--- src/rtl/ysyx_25010008_bus_arbiter_pkg.sv ---
// Shared types and constants for the two-master / two-slave bus arbiter.
// Holds state encodings, master/slave identifiers, AXI constants and the CLINT window.
package ysyx_25010008_bus_arbiter_pkg;

  typedef enum logic [2:0] {
    ST_IDLE = 3'd0,
    ST_AR   = 3'd1,
    ST_R    = 3'd2,
    ST_WA   = 3'd3,
    ST_B    = 3'd4
  } arb_state_e;

  localparam logic MASTER_0     = 1'b0;
  localparam logic MASTER_1     = 1'b1;
  localparam logic SLAVE_OTHERS = 1'b0;
  localparam logic SLAVE_CLINT  = 1'b1;

  localparam logic [1:0] AXI_BURST_INCR = 2'b01;
  localparam logic [2:0] AXI_SIZE_4B    = 3'b010;
  localparam logic [3:0] AXI_ID_ZERO    = 4'd0;
  localparam logic [7:0] AXI_LEN_SINGLE = 8'd0;

  localparam logic [31:0] CLINT_BASE_DEFAULT = 32'h0200_0000;
  localparam logic [31:0] CLINT_MASK_DEFAULT = 32'hFFFF_0000;

  function automatic logic in_window(input logic [31:0] addr,
                                     input logic [31:0] base,
                                     input logic [31:0] mask);
    return (addr & mask) == base;
  endfunction

endpackage

--- src/rtl/ysyx_25010008_bus_arbiter.sv ---
// Round-robin arbiter between IFU (master 0) and LSU (master 1), routing LSU reads
// to the CLINT or io_master; one single-beat transaction in flight at a time.
module ysyx_25010008_bus_arbiter
  import ysyx_25010008_bus_arbiter_pkg::*;
#(
  parameter logic [31:0] CLINT_BASE = CLINT_BASE_DEFAULT,
  parameter logic [31:0] CLINT_MASK = CLINT_MASK_DEFAULT
) (
  input  logic        clock,
  input  logic        reset,

  input  logic [31:0] araddr_0,
  input  logic        arvalid_0,
  output logic        arready_0,
  output logic [31:0] rdata_0,
  output logic [1:0]  rresp_0,
  output logic        rvalid_0,
  input  logic        rready_0,

  input  logic [31:0] araddr_1,
  input  logic [2:0]  arsize_1,
  input  logic        arvalid_1,
  output logic        arready_1,
  output logic [31:0] rdata_1,
  output logic [1:0]  rresp_1,
  output logic        rvalid_1,
  input  logic        rready_1,
  input  logic [31:0] awaddr_1,
  input  logic [2:0]  awsize_1,
  input  logic        awvalid_1,
  output logic        awready_1,
  input  logic [31:0] wdata_1,
  input  logic [3:0]  wstrb_1,
  input  logic        wvalid_1,
  output logic        wready_1,
  output logic [1:0]  bresp_1,
  output logic        bvalid_1,
  input  logic        bready_1,

  input  logic        io_master_awready,
  output logic        io_master_awvalid,
  output logic [31:0] io_master_awaddr,
  output logic [3:0]  io_master_awid,
  output logic [7:0]  io_master_awlen,
  output logic [2:0]  io_master_awsize,
  output logic [1:0]  io_master_awburst,
  input  logic        io_master_wready,
  output logic        io_master_wvalid,
  output logic [31:0] io_master_wdata,
  output logic [3:0]  io_master_wstrb,
  output logic        io_master_wlast,
  output logic        io_master_bready,
  input  logic        io_master_bvalid,
  input  logic [1:0]  io_master_bresp,
  input  logic [3:0]  io_master_bid,
  input  logic        io_master_arready,
  output logic        io_master_arvalid,
  output logic [31:0] io_master_araddr,
  output logic [3:0]  io_master_arid,
  output logic [7:0]  io_master_arlen,
  output logic [2:0]  io_master_arsize,
  output logic [1:0]  io_master_arburst,
  output logic        io_master_rready,
  input  logic        io_master_rvalid,
  input  logic [1:0]  io_master_rresp,
  input  logic [31:0] io_master_rdata,
  input  logic        io_master_rlast,
  input  logic [3:0]  io_master_rid,

  output logic [31:0] clint_araddr,
  output logic        clint_arvalid,
  input  logic        clint_arready,
  input  logic [31:0] clint_rdata,
  input  logic [1:0]  clint_rresp,
  input  logic        clint_rvalid,
  output logic        clint_rready
);

  arb_state_e state_q, state_d;
  logic       gnt_q, gnt_d;
  logic       tgt_q, tgt_d;
  logic       last_q, last_d;
  logic       aw_done_q, aw_done_d;
  logic       w_done_q, w_done_d;

  // Single-beat reads: rlast and the response ids carry no information here.
  logic unused_inputs;
  assign unused_inputs = ^{io_master_bid, io_master_rid, io_master_rlast};

  logic        sel_arvalid, sel_rready;
  logic [31:0] sel_araddr;
  logic [2:0]  sel_arsize;
  logic        tgt_arready, tgt_rvalid;
  logic [31:0] tgt_rdata;
  logic [1:0]  tgt_rresp;
  logic        aw_hs, w_hs;
  logic        req0, req1, pick;

  assign sel_arvalid = (gnt_q == MASTER_1) ? arvalid_1 : arvalid_0;
  assign sel_rready  = (gnt_q == MASTER_1) ? rready_1  : rready_0;
  assign sel_araddr  = (gnt_q == MASTER_1) ? araddr_1  : araddr_0;
  assign sel_arsize  = (gnt_q == MASTER_1) ? arsize_1  : AXI_SIZE_4B;

  assign tgt_arready = (tgt_q == SLAVE_CLINT) ? clint_arready : io_master_arready;
  assign tgt_rvalid  = (tgt_q == SLAVE_CLINT) ? clint_rvalid  : io_master_rvalid;
  assign tgt_rdata   = (tgt_q == SLAVE_CLINT) ? clint_rdata   : io_master_rdata;
  assign tgt_rresp   = (tgt_q == SLAVE_CLINT) ? clint_rresp   : io_master_rresp;

  assign aw_hs = (state_q == ST_WA) && awvalid_1 && io_master_awready && !aw_done_q;
  assign w_hs  = (state_q == ST_WA) && wvalid_1  && io_master_wready  && !w_done_q;

  assign req0 = arvalid_0;
  assign req1 = arvalid_1 | awvalid_1;
  // On a tie the master that was not served last wins.
  assign pick = (req0 && req1) ? ~last_q : req1;

  // NOTE: every signal gets a default before the case so no path leaves it unassigned (no latches).
  always_comb begin
    state_d   = state_q;
    gnt_d     = gnt_q;
    tgt_d     = tgt_q;
    last_d    = last_q;
    aw_done_d = aw_done_q | aw_hs;
    w_done_d  = w_done_q  | w_hs;
    case (state_q)
      ST_IDLE: begin
        if (req0 || req1) begin
          gnt_d  = pick;
          last_d = pick;
          if (pick == MASTER_1 && awvalid_1) begin
            state_d = ST_WA;
            tgt_d   = SLAVE_OTHERS;
          end else begin
            state_d = ST_AR;
            tgt_d   = (pick == MASTER_1 && in_window(araddr_1, CLINT_BASE, CLINT_MASK))
                      ? SLAVE_CLINT : SLAVE_OTHERS;
          end
        end
      end
      ST_AR:   if (sel_arvalid && tgt_arready) state_d = ST_R;
      ST_R:    if (tgt_rvalid && sel_rready)   state_d = ST_IDLE;
      ST_WA:   if (aw_done_d && w_done_d)      state_d = ST_B;
      ST_B: begin
        if (io_master_bvalid && bready_1) begin
          state_d   = ST_IDLE;
          aw_done_d = 1'b0;
          w_done_d  = 1'b0;
        end
      end
      default: state_d = ST_IDLE;
    endcase
  end

  // NOTE: sequential state uses non-blocking assignments; reset is asynchronous and active-low.
  always_ff @(posedge clock or negedge reset) begin
    if (!reset) begin
      state_q   <= ST_IDLE;
      gnt_q     <= MASTER_0;
      tgt_q     <= SLAVE_OTHERS;
      last_q    <= MASTER_1;
      aw_done_q <= 1'b0;
      w_done_q  <= 1'b0;
    end else begin
      state_q   <= state_d;
      gnt_q     <= gnt_d;
      tgt_q     <= tgt_d;
      last_q    <= last_d;
      aw_done_q <= aw_done_d;
      w_done_q  <= w_done_d;
    end
  end

  assign io_master_awid    = AXI_ID_ZERO;
  assign io_master_arid    = AXI_ID_ZERO;
  assign io_master_awlen   = AXI_LEN_SINGLE;
  assign io_master_arlen   = AXI_LEN_SINGLE;
  assign io_master_awburst = AXI_BURST_INCR;
  assign io_master_arburst = AXI_BURST_INCR;
  assign io_master_wlast   = io_master_wvalid;

  always_comb begin
    arready_0 = 1'b0; rdata_0 = '0; rresp_0 = '0; rvalid_0 = 1'b0;
    arready_1 = 1'b0; rdata_1 = '0; rresp_1 = '0; rvalid_1 = 1'b0;
    awready_1 = 1'b0; wready_1 = 1'b0; bresp_1 = '0; bvalid_1 = 1'b0;
    io_master_awvalid = 1'b0; io_master_awaddr = '0; io_master_awsize = '0;
    io_master_wvalid  = 1'b0; io_master_wdata  = '0; io_master_wstrb  = '0;
    io_master_bready  = 1'b0;
    io_master_arvalid = 1'b0; io_master_araddr = '0; io_master_arsize = '0;
    io_master_rready  = 1'b0;
    clint_araddr = '0; clint_arvalid = 1'b0; clint_rready = 1'b0;
    case (state_q)
      ST_AR: begin
        if (tgt_q == SLAVE_CLINT) begin
          clint_araddr  = sel_araddr;
          clint_arvalid = sel_arvalid;
        end else begin
          io_master_araddr  = sel_araddr;
          io_master_arsize  = sel_arsize;
          io_master_arvalid = sel_arvalid;
        end
        if (gnt_q == MASTER_1) arready_1 = tgt_arready;
        else                   arready_0 = tgt_arready;
      end
      ST_R: begin
        if (tgt_q == SLAVE_CLINT) clint_rready     = sel_rready;
        else                      io_master_rready = sel_rready;
        if (gnt_q == MASTER_1) begin
          rdata_1 = tgt_rdata; rresp_1 = tgt_rresp; rvalid_1 = tgt_rvalid;
        end else begin
          rdata_0 = tgt_rdata; rresp_0 = tgt_rresp; rvalid_0 = tgt_rvalid;
        end
      end
      ST_WA: begin
        // Each channel goes quiet once its own handshake has happened.
        io_master_awaddr  = awaddr_1;
        io_master_awsize  = awsize_1;
        io_master_awvalid = awvalid_1 & ~aw_done_q;
        awready_1         = io_master_awready & ~aw_done_q;
        io_master_wdata   = wdata_1;
        io_master_wstrb   = wstrb_1;
        io_master_wvalid  = wvalid_1 & ~w_done_q;
        wready_1          = io_master_wready & ~w_done_q;
      end
      ST_B: begin
        bresp_1          = io_master_bresp;
        bvalid_1         = io_master_bvalid;
        io_master_bready = bready_1;
      end
      default: ;
    endcase
  end

endmodule
--- config.mk ---
export PLATFORM = sky130hd
export DESIGN_NAME = ysyx_25010008_bus_arbiter
export DESIGN_NICKNAME = d
export VERILOG_FILES = /design/src/rtl/ysyx_25010008_bus_arbiter_pkg.sv /design/src/rtl/ysyx_25010008_bus_arbiter.sv
export SDC_FILE = /design/constraint.sdc
export NUM_CORES = 1
export LEC_CHECK = 0
export CAP_MARGIN = 20
export CORE_AREA = 2 2 187 189
export DETAILED_ROUTE_END_ITERATION = 6
export DIE_AREA = 0 0 189 191
export SETUP_SLACK_MARGIN = 0.3
export SYNTH_ARGS = -nofsm -noshare
export SYNTH_HDL_FRONTEND = slang
export SYNTH_SLANG_ARGS = --single-unit
--- constraint.sdc ---
create_clock -name clock -period 4.4 [get_ports clock]
set_input_delay 0.66 -clock clock [delete_from_list [all_inputs] [get_ports clock]]
set_output_delay 0.66 -clock clock [all_outputs]
set_load 0.005 [all_outputs]
==> metrics.txt <==
status finished, final reports clean; clk slew on worst S/H paths 0.04 ns; Synth Warn # 0; final instance area 0.00752 mm²; clock buffer depth 2; number of global-route vias before repair 4,209; ant diodes 0; Distinct cells, synth 30; CTS resizes 0; area of the core 0.0341 mm²; mean post-synth cell area 6.45 µm²; post-synth top area share 0.259; cell area after synthesis 0.00266 mm²; number of CTS-inserted buffers 3; Critical Path Source Type flip-flop; sequential area share after synthesis 0.0757; # port buffers 446; Highest Clock Rate 316 MHz; post-synthesis register bit count 8; First-pass DRT Iterations 5; Remaining DRCs 0; initial drt markers 129; final worst slack 1.24 ns; Routed WL 17,800 µm; largest net degree at the start of global routing 75; Crit Path Category flip-flop to output port; commonest non-fill, non-tap cell in the layout clkdlybuf4s50_1; critical path arrival 2.50 ns; overall via count from detail_route 4,271; clk sink count 8; final period demand of the worst path 3.16 ns; Post-synth ARST share 1.00; die area 0.0361 mm²; Max Clock Skew 0.00213 ns; hpwl dp 15,600 µm; max-slew violations 0; Die Wd 189 µm; Tcrit/Tclk final 0.719; measured slew at the worst slew-check pin 0.932 ns; Hold Path Class flip-flop to flip-flop; Final Hold Fails 0; Fillers 3,749; layout cells sized above 1 0.0215; worst vdd ir 148 µV; GRT Total Usage 0.0873; Placed Cells 1,287; row cnt 68; area of the multi-input gates 0.00215 mm²; Hold Slack 0.504 ns; Pleak 2.78 nW; top cells by area, synth mux2i_1, nor2_1, and2_1; CTS Root Cell clkbuf_16; Post-synth EDFFs 0; initial antenna violation count 0; first-pass GRT wire length 24,400 µm; DR vias/cell 3.31; power per standard cell area 309 mW/mm²; detail-routed net length per standard cell 13.8 µm; final RePlAce weighted congestion 0.856; reg2reg start tgt_q; Crit path required time 3.74 ns; RSZ-0062 raised after global routing false; Rel. slew slack 0.379; Min-Delay Startpoint last_q; Crit. End Element output port; ANT nets after route 0; Max-cap violations 0; post-layout util 0.221; FF/Latch Area 204 µm²; CTS tree built; worst setup path start state_q[1]; Worst-Skew Late Latency 0.23 ns; Cells after Synth 413; DIE HEIGHT 191 µm; pre-CTS WS 1.44 ns; Post-CTS Setup Repair Bufs 0; cell accounting for the most synthesized area mux2i_1; CP Max Fanout 20; most frequent cells in the layout clkdlybuf4s50_1, nor2_1, and2_1; TNS Setup 0 ns; initial core utilization 0.0780; grt total ovfl 0; Top Ports 484; final net count 1,070; Design Power 2.32 mW; Area Growth Syn to Fin 183%; fin cells 1,291; Final setup violation count 0; top_reg_cell synth dfrtp_1; placed cell area 0.00745 mm²; H-tree depth 1; hold_buf cts 0
[worst paths after layout]
path	to	slack, ns	cells after the start
hold reg to reg	last_q	0.50	2
setup reg to reg	state_q[1]	2.31	4
hold / removal	last_q	0.50	2
max in group asynchronous	last_q	3.37	1
setup / recovery	rdata_0[0]	1.24	5
min in group asynchronous	state_q[1]	0.72	1
[synthesized netlist by cell type, types with 4 or more instances]
library cell and n:
a21oi_1 6, and2_1 78, buf_2 16, buf_4 30, buf_6 6, clkbuf_1 8
dfrtp_1 7, mux2i_1 69, nand2_1 10, nand3_1 4, nor2_1 140, nor3b_1 6
o21ai_0 6
[cells by family after synthesis]
group,count (synthesis),synth area share
compound gates,18,0.0381
flops,8,0.0757
buf+inv,62,0.154
other cells,2,0.00282
simple gates,253,0.466
mux,70,0.264
[flip-flops by register name (all words and copies together) (netlist names)]
| signal | cells |
|---|---|
| aw_done_q | 1 |
| gnt_q | 1 |
| last_q | 1 |
| state_q | 3 |
| tgt_q | 1 |
| w_done_q | 1 |
[worst max-delay path, cell delays in order (launching register included)]
cell             delay, ns
dfrtp_1               0.45
nor3b_4               0.42
nand2b_1              0.38
buf_4                 0.34
nor2_1                0.13
clkdlybuf4s50_1       0.53
[per-layer routing]
layer | part of all wire | vias to the layer above | GRT usage
li1 | - | 2117 | -
met3 | 0.097 | 20 | 0.0244
met2 | 0.52 | 265 | 0.166
met1 | 0.36 | 1869 | 0.0943
met5 | 0 | - | 0
met4 | 0.021 | 0 | 0.0216
[area by class of cell]
cell class	count	area share
timing repair buffer	453	0.600
multi-input combinational	369	0.286
tap	455	0.0757
sequential	8	0.0271
clock buffer	4	0.0105
inverter	2	0.000998
[where the power goes]
part / internal (mW) / switching, mW / total [mW]
clock network: 0.121 / 0.0356 / 0.156
logic: 1.16 / 0.804 / 1.97
registers: 0.111 / 0.0901 / 0.201
total: 1.39 / 0.930 / 2.32
No activity file was read; power rests on OpenSTA's default activity.
